$ cat src/rtl/sumador_serie.sv
// rtl/sumador_serie.sv - bit-serial adder/subtractor processing BPC bits per clock
module sumador_serie #(
  parameter int W   = 8,
  parameter int BPC = 1
) (
  input  logic         clk,
  input  logic         reset,
  input  logic         start,
  input  logic         sub,
  input  logic [W-1:0] a,
  input  logic [W-1:0] b,
  output logic [W-1:0] sum,
  output logic         cout,
  output logic         ovf,
  output logic         busy,
  output logic         done
);

  localparam int S  = W / BPC;
  localparam int CW = $clog2(S) + 1;

  typedef enum logic {IDLE, RUN} state_t;

  state_t         state, state_next;
  logic [W-1:0]   a_sr, b_sr, res_sr, res_shift;
  logic           carry;
  logic [CW-1:0]  cnt;
  logic [BPC-1:0] slice_s;
  logic [BPC:0]   slice_c;
  logic           last;
  logic           accept;

  // Ripple full-adder slice over the BPC least significant operand bits.
  always_comb begin
    slice_s = '0;
    slice_c = '0;
    slice_c[0] = carry;
    for (int i = 0; i < BPC; i++) begin
      slice_s[i]   = a_sr[i] ^ b_sr[i] ^ slice_c[i];
      slice_c[i+1] = (a_sr[i] & b_sr[i]) | (slice_c[i] & (a_sr[i] ^ b_sr[i]));
    end
  end

  assign res_shift = W'({slice_s, res_sr} >> BPC);
  assign last      = (state == RUN) && (cnt == CW'(S - 1));
  assign accept    = (state == IDLE) && start;
  assign busy      = (state == RUN);

  always_ff @(posedge clk or posedge reset) begin
    if (reset) state <= IDLE;
    else       state <= state_next;
  end

  always_comb begin
    state_next = state;
    case (state)
      IDLE: if (start) state_next = RUN;
      RUN:  if (last)  state_next = IDLE;
      default: state_next = IDLE;
    endcase
  end

  always_ff @(posedge clk or posedge reset) begin
    if (reset) begin
      a_sr   <= '0;
      b_sr   <= '0;
      res_sr <= '0;
      carry  <= 1'b0;
      cnt    <= '0;
      sum    <= '0;
      cout   <= 1'b0;
      ovf    <= 1'b0;
      done   <= 1'b0;
    end else begin
      done <= 1'b0;
      if (accept) begin
        // Subtraction is a + ~b + 1: invert B and seed the carry with 1.
        a_sr  <= a;
        b_sr  <= sub ? ~b : b;
        carry <= sub;
        cnt   <= '0;
      end else if (state == RUN) begin
        a_sr   <= a_sr >> BPC;
        b_sr   <= b_sr >> BPC;
        res_sr <= res_shift;
        carry  <= slice_c[BPC];
        cnt    <= cnt + CW'(1);
        if (last) begin
          sum  <= res_shift;
          cout <= slice_c[BPC];
          ovf  <= slice_c[BPC] ^ slice_c[BPC-1];
          done <= 1'b1;
        end
      end
    end
  end

endmodule

$ cat config.mk
export PLATFORM = sky130hd
export DESIGN_NAME = sumador_serie
export DESIGN_NICKNAME = d
export VERILOG_FILES = /design/src/rtl/sumador_serie.sv
export SDC_FILE = /design/constraint.sdc
export NUM_CORES = 1
export LEC_CHECK = 0
export ABC_AREA = 1
export CORE_UTILIZATION = 30
export CTS_CLUSTER_SIZE = 25
export DETAILED_ROUTE_END_ITERATION = 8
export PLACE_DENSITY = 0.5
export SYNTH_ARGS = -nofsm -noshare
export SYNTH_HDL_FRONTEND = slang
export SYNTH_SLANG_ARGS = --single-unit
$ cat constraint.sdc
create_clock -name clk -period 2.46 [get_ports clk]
set_input_delay 0.492 -clock clk [delete_from_list [all_inputs] [get_ports clk]]
set_output_delay 0.492 -clock clk [all_outputs]
set_load 0.01 [all_outputs]
# Word level (Yosys, flattened, before mapping)
# Cells that the tools add are included.
# totals
out_inout_bits	12
elab_cells	41
in_bits	20
reg_bits	41
# op_classes
n_reduce_logical	5
bitwise	9
n_addsub	1
n_eq_ne	1
muxes	15
# ops
op	count
2-to-1 mux 8 bit	5
2-to-1 mux 4 bit	2
inverter 8 bit	1
2-to-1 mux 1 bit	7
adder 4 x 1 -> 4 bit (second input constant)	1
equality test 4 x 3 -> 1 bit (second input constant)	1
AND reduction 3 bit	1
bitwise XOR 1 bit	3
AND 1 bit	2
logical AND 1 bit	2
inverter 1 bit	2
one-hot mux 1 bit (2 select lines)	1
AND reduction 2 bit	1
nonzero test 2 bit	1
bitwise OR 1 bit	1

# Logic depth before layout (Yosys ltp)
# Gate-level depths: netlist of the first run.
# depth
depth_word	5
depth_mapped	7
ltp_nobuf	6

# Least setup slack after synthesis of the first run
# OpenSTA, ideal clock, no wires.
# synth_timing
path_type	register -> register
startpoint	reg a_sr[0]
endpoint	reg ovf
arrival_time_ns	1.055
period_less_slack_ns	1.172
required_time_ns	2.343
n_path_buf	0
stages_incl_launch_ff	6
setup_slack_ns	1.288
path_cell_list	dfrtp_1 -> fa_1 -> nand2_1 -> nand2_1 -> nand2_1 -> nand2_1
# synth_via
elab_chain_cells	4
# synth_lines
item	line_no	source
start: declaration	25	logic [W-1:0] a_sr, b_sr, res_sr, res_shift;
start signal: assignment	83	a_sr <= a_sr >> BPC;
bitwise XOR 1 bit	40	slice_c[i+1] = (a_sr[i] & b_sr[i]) | (slice_c[i] & (a_sr[i] ^ b_sr[i]));
AND 1 bit	40	
bitwise OR 1 bit *	40	
named net slice_c[1]	29	logic [BPC:0] slice_c;
bitwise XOR 1 bit *	91	ovf <= slice_c[BPC] ^ slice_c[BPC-1];
end signal: assignment	91	
end: declaration	14	output logic ovf,
# The timed path passes the listed nets; every way through them passes the cells marked *.
# A chain may end at the register's enable or synchronous reset.

# Worst setup path in the final report of the first run
# layout_timing
startpoint	reg state, in the netlist busy
endpoint	out busy
# layout_rtl
item	line_no	source
start: declaration	24	state_t state, state_next;
start signal: assignment	51	else state <= state_next;
end: declaration	15	output logic busy,
# No word-level cell between the ends.

==> results.json, run 1 <==
{
  "grt_pass1_wl_mm": 5.71,
  "holdPathEnd": "sum[3]",
  "fmaxAchievable_mhz": 526,
  "finalNetCount": 294,
  "root_buffer": "clkbuf_8",
  "setup_viol": 0,
  "worstPathMaxFanout": 10,
  "post_cts_resized": 0,
  "crit_chain": "clkdlybuf4s50_1",
  "p_sw_frac": 0.339,
  "core_area_um2": 5960,
  "cts.sinks": 40,
  "tightest_slew_ns": 0.497,
  "drive_gt1_frac": 0.0659,
  "fin_skew_ns": 0.00396,
  "grt_max_degree": 41,
  "hold_depth": 2,
  "cts_tree": "done",
  "wire_per_inst_um": 9.46,
  "boundaryPins": 32,
  "grt.total_usage": 0.117,
  "p_clk_frac": 0.233,
  "cts-buffers-inserted": 5,
  "multiInputGateArea_um2": 683,
  "gp_congestion": 0.706,
  "num_antenna_cells": 0,
  "first_global_vias": 1211,
  "cap_violations": 0,
  "dp_hpwl_mm": 2.29,
  "avgSynthCellArea_um2": 7.83,
  "worstHoldPathType": "register to register",
  "cpMaxStageDelayCell": "clkdlybuf4s50_1",
  "die_w_um": 80.8,
  "ys_seq_elements": 40,
  "start_kind": "register",
  "wl_mm": 3.29,
  "fillers": 654,
  "clock_latency_ns": 0.29,
  "worstHoldStart": "res_sr[4]",
  "rr_worst_depth": 5,
  "via_count": 1404,
  "globalRouteOverflowTotal": 0,
  "intPower_mw": 1.66,
  "outcome": "finished clean",
  "vdd_drop_max_uv": 390,
  "fin_setup_tns_ns": 0,
  "start_util": 0.313,
  "viasPerCell": 4.03,
  "yosys_warnings": 0,
  "synth_area_leaders": "dfrtp_1 (54%), nand2_1 (25%), inv_1 (5.4%), nand3_1 (3.0%), a21oi_1 (2.1%)",
  "pwr-share-comb": 0.341,
  "layout_min_cycle_time_ns": 1.90,
  "numPortBuffers": 31,
  "synth.yosys.seq_area_share": 0.537,
  "die_h_um": 80.8,
  "clock_path_buffers": 2,
  "drt-initial-drc-count": 63,
  "yosys.area.top_type": "dfrtp_1",
  "final_common_cell": "nand2_1",
  "p_seq_frac": 0.427,
  "synthCells": 238,
  "final_core_util": 0.396,
  "synth_top_area_share": 0.537,
  "final_cell_mix": "nand2_1 (125), dfrtp_1 (40), clkdlybuf4s50_1 (31)",
  "netlist_area_um2": 1860,
  "synthToLayoutAreaGrowth_pct": 26.6,
  "post_cts_buffers": 0,
  "cts_hold_buf": 0,
  "path_clk_slew_ns": 0.08,
  "dr.pass1.iters": 4,
  "register_area_um2": 1000,
  "critPathMaxStageDelay_ns": 0.60,
  "critPathCaptureType": "primary output",
  "r2r_slack_ns": 1.01,
  "worstSetupPathType": "register to primary output",
  "cp_top_family": "buffers and inverters",
  "htreeDepth": 2,
  "p_sw_mw": 0.848,
  "cellPowerDensity_nw_per_um2": 1060,
  "hold_violations": 0,
  "slew_violations": 0,
  "crit_arrival_ns": 1.41,
  "drcViolationCount": 0,
  "relSlewSlack": 0.669,
  "cp.required_ns": 1.97,
  "p_leak_nw": 1.29,
  "finalCritPeriodShare": 0.773,
  "antenna_found_initial": 0,
  "dieArea_um2": 6530,
  "r2r-end": "ovf",
  "rsz0062_at_grt": "false",
  "ys_types": 18,
  "synth_nets": 260,
  "ant_nets": 0,
  "critPathBufInv": 1,
  "rows": 28,
  "timing.rr.start": "busy"
}
cell usage after synthesis:
cell and number:
a21oi_1 8, buf_2 3, buf_4 2, buf_6 3, dfrtp_1 40, fa_1 1, ha_1 1, inv_1 27
inv_4 1, inv_6 1, nand2_1 125, nand2_2 2, nand2_4 1, nand3_1 11, nor2_1 3, nor2_4 1
o21ai_0 7, o21ai_1 1
per-layer routing:
layer | up-vias | track usage | share of wire | wire, um
li1 | 783 | - | - | -
met1 | 587 | 0.157 | 0.53 | 1730
met2 | 28 | 0.167 | 0.41 | 1340
met3 | 6 | 0.0393 | 0.047 | 156
met4 | 0 | 0.0589 | 0.020 | 66
met5 | - | 0 | 0 | 0
layout make-up:
class	count	area share
inverter	29	0.0493
sequential	40	0.424
clock inverter	1	0.0127
multi-input combinational	161	0.289
tap	75	0.0397
clock buffer	7	0.0408
timing repair buffer	35	0.144
logic make-up (layout without fill, tap and decap cells):
kind of cell,after synthesis,count (layout),synth area share
simple gates,143,143,0.306
compound gates,16,16,0.0429
fa+ha+maj,2,2,0.0174
flops,40,40,0.537
buf+inv,37,72,0.0966
state kept, by name, indices dropped and copies added, names as in the netlist:
name / flops
busy: 1
a_sr: 8
carry: 1
res_sr: 7
ovf: 1
b_sr: 8
cnt: 4
done: 1
cout: 1
sum: 8
power groups by stage:
stage | clock, mW | combinational (mW) | sequential [mW]
floorplan | 0 | 0.570 | 1.08
global placement | 0 | 0.858 | 1.09
detailed placement | 0 | 0.875 | 1.08
CTS | 0.600 | 0.875 | 1.07
global route | 0.631 | 0.991 | 1.10
finish | 0.583 | 0.853 | 1.07
how the worst max path moves through the flow:
stage                     endpoint  slack (ns)  cells after the start  start
after global placement     a_sr[0]        0.71                      5  start
after floorplan            a_sr[0]        1.05                      1  reset
after detailed placement   a_sr[5]        0.68                      5  start
after CTS                     busy        0.53                      1   busy
after global routing          busy        0.48                      1   busy
final                         busy        0.56                      1   busy
through the flow:
step                instance area (um2)  hold WS, ns  power, mW  worst slack, ns  std cells
finish                             2360        0.470       2.50            0.559        348
detailed placement                 2230        0.457       1.96            0.679        340
global placement                   2230        0.455       1.95            0.714        340
floorplan                          1860        0.442       1.65             1.05        238
CTS                                2360        0.475       2.55            0.528        348
global route                       2360        0.500       2.72            0.484        348
(Power assumes the default switching activity.)
==> run 2: changes to the inputs <==
- clock period: 2.46 -> 1.8 ns (I/O delays scaled with it)
==> run 2 against run 1 <==
- flip-flop and latch count unchanged
- setup slack worse by 0.31 ns
- sequential power grew 35%
- sequential share of layout area grew 0.48 points
- hold slack lost 0.049 ns
- critical path depth did not move
- via count increased by 3.4%
- register-to-register slack got worse by 0.51 ns
- non-clock buffer count stayed put
- clock skew increased by 0.0045 ns
- global-route usage up 0.20 points
- first-iteration DRC count decreased by 21%
- largest power group unchanged
==> results.json, run 2 (same netlist as run 1, synthesis figures left out) <==
{
  "p_clk_frac": 0.181,
  "clock_latency_ns": 0.29,
  "die_h_um": 80.8,
  "cellPowerDensity_nw_per_um2": 1380,
  "worstSetupPathType": "register to primary output",
  "post_cts_buffers": 0,
  "p_seq_frac": 0.446,
  "placedInstanceArea_um2": 2250,
  "worstHoldPathType": "input pin to async pin",
  "first_global_vias": 1362,
  "vdd_drop_max_uv": 492,
  "stdcell_area_um2": 2330,
  "htreeDepth": 2,
  "cap_violations": 0,
  "crit_chain": "clkdlybuf4s50_1",
  "boundaryPins": 32,
  "viasPerCell": 4.17,
  "via_count": 1452,
  "drive_gt1_frac": 0.0659,
  "drcViolationCount": 0,
  "setup_viol": 0,
  "relSlewSlack": 0.784,
  "path_clk_slew_ns": 0.08,
  "finalCritPeriodShare": 0.861,
  "pwr-share-comb": 0.373,
  "rsz0062_at_grt": "false",
  "intPower_mw": 2.04,
  "gp_congestion": 0.658,
  "post_cts_resized": 0,
  "root_buffer": "clkbuf_8",
  "p_leak_nw": 1.28,
  "final_cell_mix": "nand2_1 (125), dfrtp_1 (40), clkdlybuf4s50_1 (31)",
  "num_antenna_cells": 0,
  "cts_hold_buf": 0,
  "globalRouteOverflowTotal": 0,
  "fin_skew_ns": 0.00849,
  "power_mw": 3.22,
  "cts-buffers-inserted": 5,
  "critPathMaxStageDelay_ns": 0.55,
  "wire_per_inst_um": 9.86,
  "start_util": 0.313,
  "critPathBufInv": 1,
  "finalNetCount": 294,
  "dieArea_um2": 6530,
  "outcome": "finished clean",
  "fin_setup_tns_ns": 0,
  "worstPathMaxFanout": 2,
  "core_area_um2": 5960,
  "cts_tree": "done",
  "cp.required_ns": 1.44,
  "cts.sinks": 40,
  "crit_arrival_ns": 1.19,
  "grt_max_degree": 41,
  "fillers": 652,
  "p_sw_frac": 0.366,
  "grt_pass1_wl_mm": 5.84,
  "hold_violations": 0,
  "start_kind": "register",
  "synthToLayoutAreaGrowth_pct": 25.2,
  "grt.total_usage": 0.119,
  "drt-initial-drc-count": 50,
  "ant_nets": 0,
  "dp_hpwl_mm": 2.29,
  "final_common_cell": "nand2_1",
  "clock_path_buffers": 2,
  "numPortBuffers": 31,
  "layout_min_cycle_time_ns": 1.55,
  "cpMaxStageDelayCell": "clkdlybuf4s50_1",
  "p_sw_mw": 1.18,
  "cp_top_family": "buffers and inverters",
  "biggestRegsByFlops": "a_sr x8, b_sr x8, sum x8",
  "tightest_slew_ns": 0.325,
  "rows": 28,
  "die_w_um": 80.8,
  "wl_mm": 3.43,
  "critPathCaptureType": "primary output",
  "antenna_found_initial": 0,
  "dr.pass1.iters": 4,
  "hold_ws_ns": 0.420,
  "slew_violations": 0,
  "fmaxAchievable_mhz": 645
}
==> run 2: cell types whose count changed in the layout (fill, tap and decap cells not counted), sizes merged <==
cell    previous run  this run
bufinv             1         0
clkbuf             7         5
clkinv             0         3
==> run 2: worst paths after layout <==
check                           from      end  slack [ns]  cells past startpoint
min reg2reg                res_sr[1]   sum[0]        0.47                      2
min                            reset   sum[4]        0.42                      3
max reg2reg                     busy  b_sr[5]        0.50                      5
max                             busy     busy        0.25                      1
min in group clk           res_sr[1]   sum[0]        0.47                      2
max in group asynchronous      reset   cnt[1]        1.18                      3
==> run 2: cell type report <==
class                   instances  area, um2  area share
clock inverters                 3       18.8     0.00804
flip-flops and latches         40       1000       0.429
inverters                      29        116      0.0498
repair buffers                 35        353       0.151
clock buffers                   5       68.8      0.0295
well taps                      75       93.8      0.0402
multi-input cells             161        683       0.293
==> run 2: worst register-to-register path, stage by stage (launching register included) <==
cell and delay, ns:
dfrtp_1 0.35, buf_4 0.32, nor2_1 0.09, buf_4 0.21
a21oi_1 0.15, nand2_1 0.06
==> run 2: stage by stage <==
stage / util / setup WS, ns / std cells
CTS: 0.392 / 0.225 / 348
finish: 0.392 / 0.251 / 348
global route: 0.392 / 0.174 / 348
global placement: 0.377 / 0.346 / 340
detailed placement: 0.377 / 0.298 / 340
floorplan: - / 0.522 / 238
==> run 2: layer usage <==
metal  global-route usage  wire (um)  share of wire  up-vias
met5                    0          0              0        -
met4               0.0536         60          0.017        0
met3               0.0382        183          0.053        6
met2                0.196       1480           0.43       31
met1                0.142       1710           0.50      640
li1                     -          -              -      775
==> run 2: power groups by stage <==
stage / combinational (mW) / clock [mW] / sequential [mW]
floorplan: 0.778 / 0 / 1.48
global placement: 1.20 / 0 / 1.46
detailed placement: 1.22 / 0 / 1.46
CTS: 1.23 / 0.614 / 1.44
global route: 1.39 / 0.653 / 1.49
finish: 1.20 / 0.583 / 1.44
==> run 3: changes to the inputs <==
- CTS_BUF_LIST: default -> sky130_fd_sc_hd__clkbuf_8
- GPL_ROUTABILITY_DRIVEN: default -> 0
==> results of run 3 <==
Same layout as run 2: the final DEF is identical, and so are final timing and power.
